[src/rtl/rtio_timebase.sv]
// Free-running timestamp counter with run/pause control, offset load and per-channel compare.
// Optional RTIO_TIMEBASE_LATCH_EN adds a snapshot latch (i_latch_req / o_latch_value / o_latch_valid).
module rtio_timebase #(
  parameter int COUNTER_WIDTH = 64,
  parameter int NUM_CMP       = 4,
  parameter int INC_STEP      = 1
) (
  input  logic                             i_clk,
  input  logic                             i_reset,
  input  logic                             i_start,
  input  logic                             i_stop,
  input  logic                             i_clear,
  input  logic [COUNTER_WIDTH-1:0]         i_counter_offset,
  input  logic                             i_offset_en,
  input  logic [NUM_CMP*COUNTER_WIDTH-1:0] i_cmp_value,
  input  logic [NUM_CMP-1:0]               i_cmp_arm,
  output logic [COUNTER_WIDTH-1:0]         o_counter,
  output logic                             o_running,
  output logic                             o_overflow,
  output logic [NUM_CMP-1:0]               o_cmp_match,
  output logic [NUM_CMP-1:0]               o_cmp_pending
`ifdef RTIO_TIMEBASE_LATCH_EN
  ,
  input  logic                             i_latch_req,
  output logic [COUNTER_WIDTH-1:0]         o_latch_value,
  output logic                             o_latch_valid
`endif
);

  // state   | meaning
  // IDLE    | cleared or never started; counter holds
  // RUN     | counter advances by INC_STEP each cycle
  // PAUSED  | stopped after running; counter holds
  typedef enum logic [1:0] {ST_IDLE, ST_RUN, ST_PAUSED} state_t;

  // Extra headroom so a step larger than the counter range still yields a carry.
  localparam int SW = COUNTER_WIDTH + 17;

  state_t                   r_state;
  state_t                   w_state_nxt;
  logic                     r_running;
  logic                     w_inc;
  logic [COUNTER_WIDTH-1:0] r_counter;
  logic                     r_overflow;
  logic [SW-1:0]            w_sum;
  logic                     w_carry;
  logic [COUNTER_WIDTH-1:0] r_cmp_val [NUM_CMP];
  logic [NUM_CMP-1:0]       r_cmp_match;
  logic [NUM_CMP-1:0]       r_cmp_pending;

  always_ff @(posedge i_clk) begin
    if (i_reset) begin
      r_state   <= ST_IDLE;
      r_running <= 1'b0;
    end else begin
      r_state   <= w_state_nxt;
      r_running <= (w_state_nxt == ST_RUN);
    end
  end

  always_comb begin
    w_state_nxt = r_state;
    if (i_clear) begin
      w_state_nxt = ST_IDLE;
    end else if (i_offset_en) begin
      w_state_nxt = r_state;
    end else if (i_stop) begin
      if (r_state == ST_RUN) w_state_nxt = ST_PAUSED;
    end else if (i_start) begin
      if (r_state != ST_RUN) w_state_nxt = ST_RUN;
    end
  end

  always_comb begin
    w_inc   = (r_state == ST_RUN) && !i_clear && !i_offset_en && !i_stop;
    w_sum   = SW'(r_counter) + SW'(INC_STEP);
    w_carry = |w_sum[SW-1:COUNTER_WIDTH];
  end

  always_ff @(posedge i_clk) begin
    if (i_reset) begin
      r_counter  <= '0;
      r_overflow <= 1'b0;
    end else if (i_clear) begin
      r_counter  <= '0;
      r_overflow <= 1'b0;
    end else if (i_offset_en) begin
      r_counter <= i_counter_offset;
    end else if (w_inc) begin
      r_counter <= w_sum[COUNTER_WIDTH-1:0];
      if (w_carry) r_overflow <= 1'b1;
    end
  end

  // Arming takes precedence over matching in the same cycle.
  always_ff @(posedge i_clk) begin
    if (i_reset) begin
      for (int i = 0; i < NUM_CMP; i++) r_cmp_val[i] <= '0;
      r_cmp_match   <= '0;
      r_cmp_pending <= '0;
    end else begin
      for (int i = 0; i < NUM_CMP; i++) begin
        if (i_cmp_arm[i]) begin
          r_cmp_val[i]     <= i_cmp_value[i*COUNTER_WIDTH +: COUNTER_WIDTH];
          r_cmp_pending[i] <= 1'b1;
          r_cmp_match[i]   <= 1'b0;
        end else if (r_cmp_pending[i] && (r_cmp_val[i] == r_counter)) begin
          r_cmp_pending[i] <= 1'b0;
          r_cmp_match[i]   <= 1'b1;
        end else begin
          r_cmp_match[i] <= 1'b0;
        end
      end
    end
  end

`ifdef RTIO_TIMEBASE_LATCH_EN
  logic [COUNTER_WIDTH-1:0] r_latch_value;
  logic                     r_latch_valid;

  always_ff @(posedge i_clk) begin
    if (i_reset) begin
      r_latch_value <= '0;
      r_latch_valid <= 1'b0;
    end else begin
      r_latch_valid <= i_latch_req;
      if (i_latch_req) r_latch_value <= r_counter;
    end
  end

  assign o_latch_value = r_latch_value;
  assign o_latch_valid = r_latch_valid;
`endif

  assign o_counter     = r_counter;
  assign o_running     = r_running;
  assign o_overflow    = r_overflow;
  assign o_cmp_match   = r_cmp_match;
  assign o_cmp_pending = r_cmp_pending;

endmodule
[config.mk]
export PLATFORM = sky130hd
export DESIGN_NAME = rtio_timebase
export DESIGN_NICKNAME = d
export VERILOG_FILES = /design/src/rtl/rtio_timebase.sv
export SDC_FILE = /design/constraint.sdc
export NUM_CORES = 1
export LEC_CHECK = 0
export CELL_PAD_IN_SITES_DETAIL_PLACEMENT = 1
export CELL_PAD_IN_SITES_GLOBAL_PLACEMENT = 1
export CORE_ASPECT_RATIO = 1.4
export CORE_MARGIN = 4
export CORE_UTILIZATION = 30
export DETAILED_ROUTE_END_ITERATION = 12
export PLACE_DENSITY_LB_ADDON = 0.1
export SYNTH_ARGS = -nofsm -noshare
export SYNTH_HDL_FRONTEND = slang
export SYNTH_SLANG_ARGS = --single-unit
[constraint.sdc]
create_clock -name i_clk -period 4.7 [get_ports i_clk]
set_clock_uncertainty 0.05 [all_clocks]
set_input_delay 0.47 -clock i_clk [delete_from_list [all_inputs] [get_ports i_clk]]
set_output_delay 0.47 -clock i_clk [all_outputs]
set_load 0.05 [all_outputs]
### Word-level counts from Yosys, hierarchy flattened

Memories as Yosys holds them, arrays and structs flattened.
Cells that the tools add are included.

| word-level totals | value |
|---|---|
| memories kept | 1 |
| bits in writable memories | 256 |
| logic and storage cells | 86 |
| output and inout port bits | 74 |
| register bits | 76 |

| operators by class | value |
|---|---|
| reduce and logical (&&, ||, !) cells | 22 |
| bitwise gates (word level) | 5 |
| multiplexer cells | 38 |
| add/subtract/negate cells | 1 |
| eq/ne operators | 7 |

Memory list:

| name | depth | width | rd ports | clocked after memory_dff | wr ports | line | text |
|---|---|---|---|---|---|---|---|
| r_cmp_val | 4 | 64 | 4 | 0 | 4 | 47 | `logic [COUNTER_WIDTH-1:0] r_cmp_val [NUM_CMP];` |

Operator list:

| cell | count |
|---|---|
| $mux W64 | 6 |
| $eq A64 B64 Y1 | 4 |
| $add A64 B1 Y65 const B | 1 |
| $mux W1 | 26 |
| $reduce_or A17 Y1 | 1 |
| $mux W2 | 6 |
| $reduce_bool A2 Y1 | 5 |
| $reduce_or A2 Y1 | 5 |
| $logic_and A1 B1 Y1 | 7 |
| $eq A2 B1 Y1 const B | 2 |
| $or A1 B1 Y1 | 4 |
| $logic_not A1 Y1 | 3 |
| $reduce_and A3 Y1 | 1 |
| $ne A2 B1 Y1 const B | 1 |
| $not A1 Y1 | 1 |

### Depth between registers and ports, before layout

| depth | value |
|---|---|
| depth in word-level cells | 7 |
| depth in mapped cells | 9 |

### Worst setup path after synthesis

OpenSTA, ideal clock, no wires.

| timing | value |
|---|---|
| kind | flip-flop to flip-flop |
| start point | reg r_counter[7] (netlist: o_counter[7]) |
| end point | reg r_counter[55] (netlist: o_counter[55]) |
| required time | 4.518 ns |
| cell stages (with the launch flop) | 9 |
| setup slack | 1.879 ns |
| data arrival time | 2.639 ns |
| setup time | 0.132 ns |
| path through | dfxtp_1 buf_2 nand2_1 or3_1 or4_1 clkbuf_1 or4_1 nand3_1 a21oi_1 |

| on the way | value |
|---|---|
| cells in the longest elaborated chain, start to end | 3 |

Ends and longest elaborated chain:

| what | line | text |
|---|---|---|
| start: declaration | 43 | `logic [COUNTER_WIDTH-1:0] r_counter;` |
| start signal: assignment | 88 | `r_counter <= i_counter_offset;` |
| start signal: assignment | 90 | `r_counter <= w_sum[COUNTER_WIDTH-1:0];` |
| $add A64 B1 Y65 | 76 | `w_sum = SW'(r_counter) + SW'(INC_STEP);` |
| $mux W64 | 89 | `end else if (w_inc) begin` |
| $mux W64 | 87 | `end else if (i_offset_en) begin` |

No other way between the ends. The select of a mux whose other input is x is not followed.
A chain may end at the register's enable or synchronous reset.

### Final worst setup path

| timing | value |
|---|---|
| start point | reg r_counter[6] (netlist: o_counter[6]) |
| end point | reg r_counter[55] (netlist: o_counter[55]) |

Same word-level chain as after synthesis.

==> metrics.cfg <==
[outcome]
status=finished, final reports clean

[clock_tree]
post_cts_buffers=0
cts.sinks=332
clkTransAtPathRegs_ns=0.06
hold_buffers=0
clockBufferDepth=3
post_cts_resized=0
cts_tree=built
cts_root_buffer=clkbuf_16
cts_max_level=2
clkLatencyLatePin_ns=0.55
numCtsBuffers=37

[power]
internal_power_mw=5.650
leakagePower_nw=9.118
p_sw_frac=0.2558
peakVddDrop_mv=0.1886
p_per_area_nw_per_um2=333.0
power_mw=7.592
p_comb_frac=0.139
power.switching_mw=1.942
sequentialPowerShare=0.464
clockPowerShare=0.397

[min_path]
hold_depth=2
hold_class=reg -> reg
min_to=o_cmp_pending[1]
hold_start=o_cmp_pending[1]

[yosys]
syn_avg_cell_area_um2=11.25
synth_top_area_frac=0.4638
syn_inst=1473
synth_area_leaders=edfxtp_1 (46%), xor2_1 (14%), and2_1 (9.8%)
yosysUniqueCellTypes=44
netlist_area_um2=16570
synth_nets=1804
yosys.area.top_type=edfxtp_1
yosysWarnings=0
yosysSeqAreaShare=0.5556
synth-seq-cells=332

[global_routing]
grtUsageTotal=0.2529
grt_max_degree=66
grt_overflow=0
grt_pass1_wl_mm=104.9
grt_pass1_vias=13942
antenna_found_initial=2

[final_layout]
syn2layout_area_growth_pct=37.56
nNetsFinal=2196
fin_area_um2=22800
final_cell_mix=clkdlybuf4s50_1 (402), xor2_1 (268), and2_1 (259), edfxtp_1 (256), nor4_1 (80)
layout-drive-gt1-share=0.07814
nFillCells=5865
mostFrequentLayoutCell=clkdlybuf4s50_1
final_cells=2615
antenna-diode-count=0

[timing]
slew_violations=0
slew_headroom=0.2868
hold_violations=0
fmax_mhz=298.6
final-setup-viol-count=0
rsz0062_at_grt=no
tns_ns=0
fin_crit_sh=0.7126
finalCriticalPeriod_ns=3.349
tightest_slew_ns=1.068

[place]
dp_hpwl_mm=57.07
io_buffer_count=403
gp_congestion=0.9406
placed_cell_area_um2=21570
placedCellCount=2547

[critical_path]
crit_chain=nand3_1, or3_1, or4_1, or4_1, nand3_1, a21oi_1
cp-end-kind=register
critPathKind=reg -> reg
critPathTopFamily=simple AND/OR/NAND/NOR gates
critPathMaxFanout=15
reg2reg_to=o_counter[55]
path_buf_inv=0
slowest_delay_ns=0.89
crit_arrival_ns=3.70
critical_path.startpoint_type=register
r2r_slack_ns=1.35
critPathSlowestCell=dfxtp_1
cp.required_ns=5.05
timing.rr.start=o_counter[6]
rr_worst_depth=6

[floorplan]
die_x_um=206.6
core_um2=54470
initial_core_util=0.3043
ios=404
rows=101
die_h_um=286.1
dieArea_um2=59120

[route]
wire_per_inst_um=29.37
dr.pass1.iters=6
vias=13000
antenna_left=0
viasPerCell=4.971
wirelength_mm=76.80
first_iter_violations=725
drcViolationCount=0

[job]
max_cap_viol_count=0

==> worst max path at each step <==
| stage | slack [ns] | start | cells past startpoint | end |
|---|---|---|---|---|
| after floorplan | 1.88 | o_counter[7] | 8 | o_counter[55] |
| after global placement | 1.42 | i_clear | 7 | o_counter[60] |
| after detailed placement | 1.42 | i_reset | 5 | r_cmp_val[2][60] |
| after CTS | 1.48 | o_counter[6] | 6 | o_counter[55] |
| after global routing | 1.19 | o_counter[6] | 6 | o_counter[39] |
| final | 1.35 | o_counter[6] | 6 | o_counter[55] |
==> synth_stat cells <==
library cell,number
or2_2,2
o211ai_1,2
nor4_4,1
dfxtp_1,76
and2_1,259
buf_2,25
xor2_1,268
clkbuf_1,93
a21oi_1,52
a31oi_1,4
buf_4,4
or4b_1,1
o21ba_2,2
or4_1,6
and3_1,24
o21bai_1,5
or3_1,11
nor4b_1,1
buf_6,1
nand4_1,33
o21ai_0,38
inv_1,14
nand2b_1,7
o22ai_1,9
nor2b_1,9
mux2i_1,4
a211oi_1,3
nor4_2,1
nor2_1,48
o31ai_1,1
nand3_1,31
nand2_1,30
edfxtp_1,256
ha_1,1
nor4_1,80
and4_1,2
nor3_1,19
or4b_2,1
nand4_2,1
a2bb2oi_1,1
xnor2_1,43
nand4bb_1,1
o21a_1,2
or4_4,1
==> worst reg2reg max path, stage by stage (launching register included) <==
cell	delay, ns
dfxtp_1	0.89
nand3_1	0.27
or3_1	0.39
or4_1	0.83
or4_1	0.58
nand3_1	0.11
a21oi_1	0.09
==> state kept, by name (all words and copies together) (netlist names) <==
name           flops
r_cmp_val        256
o_counter         64
o_cmp_match        4
o_cmp_pending      4
r_state            2
o_overflow         1
o_running          1
==> cell type report <==
cell class	count	area (um^2)	area share
Multi-Input combinational cell	1004	6809	0.2987
Sequential cell	332	9209	0.4039
Inverter	14	52.55	0.002305
Clock buffer	49	1023	0.04489
Clock inverter	19	200.2	0.008781
Tap cell	721	902.1	0.03957
Timing Repair Buffer	476	4602	0.2019
==> logic make-up (layout without fill, tap and decap cells) <==
kind of cell,after synthesis,in the layout,share of synthesized area
AO/OA/AOI/OAI,119,119,0.03971
XOR/XNOR,311,311,0.1644
adder cells (fa/ha/maj),1,1,0.0007548
buffers and inverters,137,558,0.03427
flip-flops,332,332,0.5556
multiplexers,4,4,0.002416
AND/OR/NAND/NOR,569,569,0.2029
==> power groups by stage <==
| stage | Clock (mW) | Sequential [mW] | Combinational, mW |
|---|---|---|---|
| 2_1_floorplan | 0 | 3.61 | 0.417 |
| 3_3_place_gp | 0 | 3.58 | 1.06 |
| 3_5_place_dp | 0 | 3.59 | 1.07 |
| 4_1_cts | 3.07 | 3.53 | 1.07 |
| 5_1_grt | 3.18 | 3.54 | 1.12 |
| 6_report | 3.01 | 3.52 | 1.06 |
==> metal layers <==
| layer | vias up | track usage | part of all wire |
|---|---|---|---|
| met5 | - | 0 | 0 |
| met4 | 0 | 0.07790 | 0.033 |
| met3 | 105 | 0.03402 | 0.051 |
| met2 | 464 | 0.4619 | 0.53 |
| met1 | 6553 | 0.3063 | 0.39 |
| li1 | 5878 | - | - |
==> through the flow <==
| stage | hold slack, ns | setup slack [ns] | util |
|---|---|---|---|
| after floorplan | 0.4492 | 1.879 | - |
| after global placement | 0.4298 | 1.416 | 0.3961 |
| after detailed placement | 0.4371 | 1.423 | 0.3961 |
| after CTS | 0.4461 | 1.481 | 0.4186 |
| after global routing | 0.4717 | 1.191 | 0.4186 |
| final | 0.4478 | 1.351 | 0.4186 |
(Power assumes the default switching activity.)
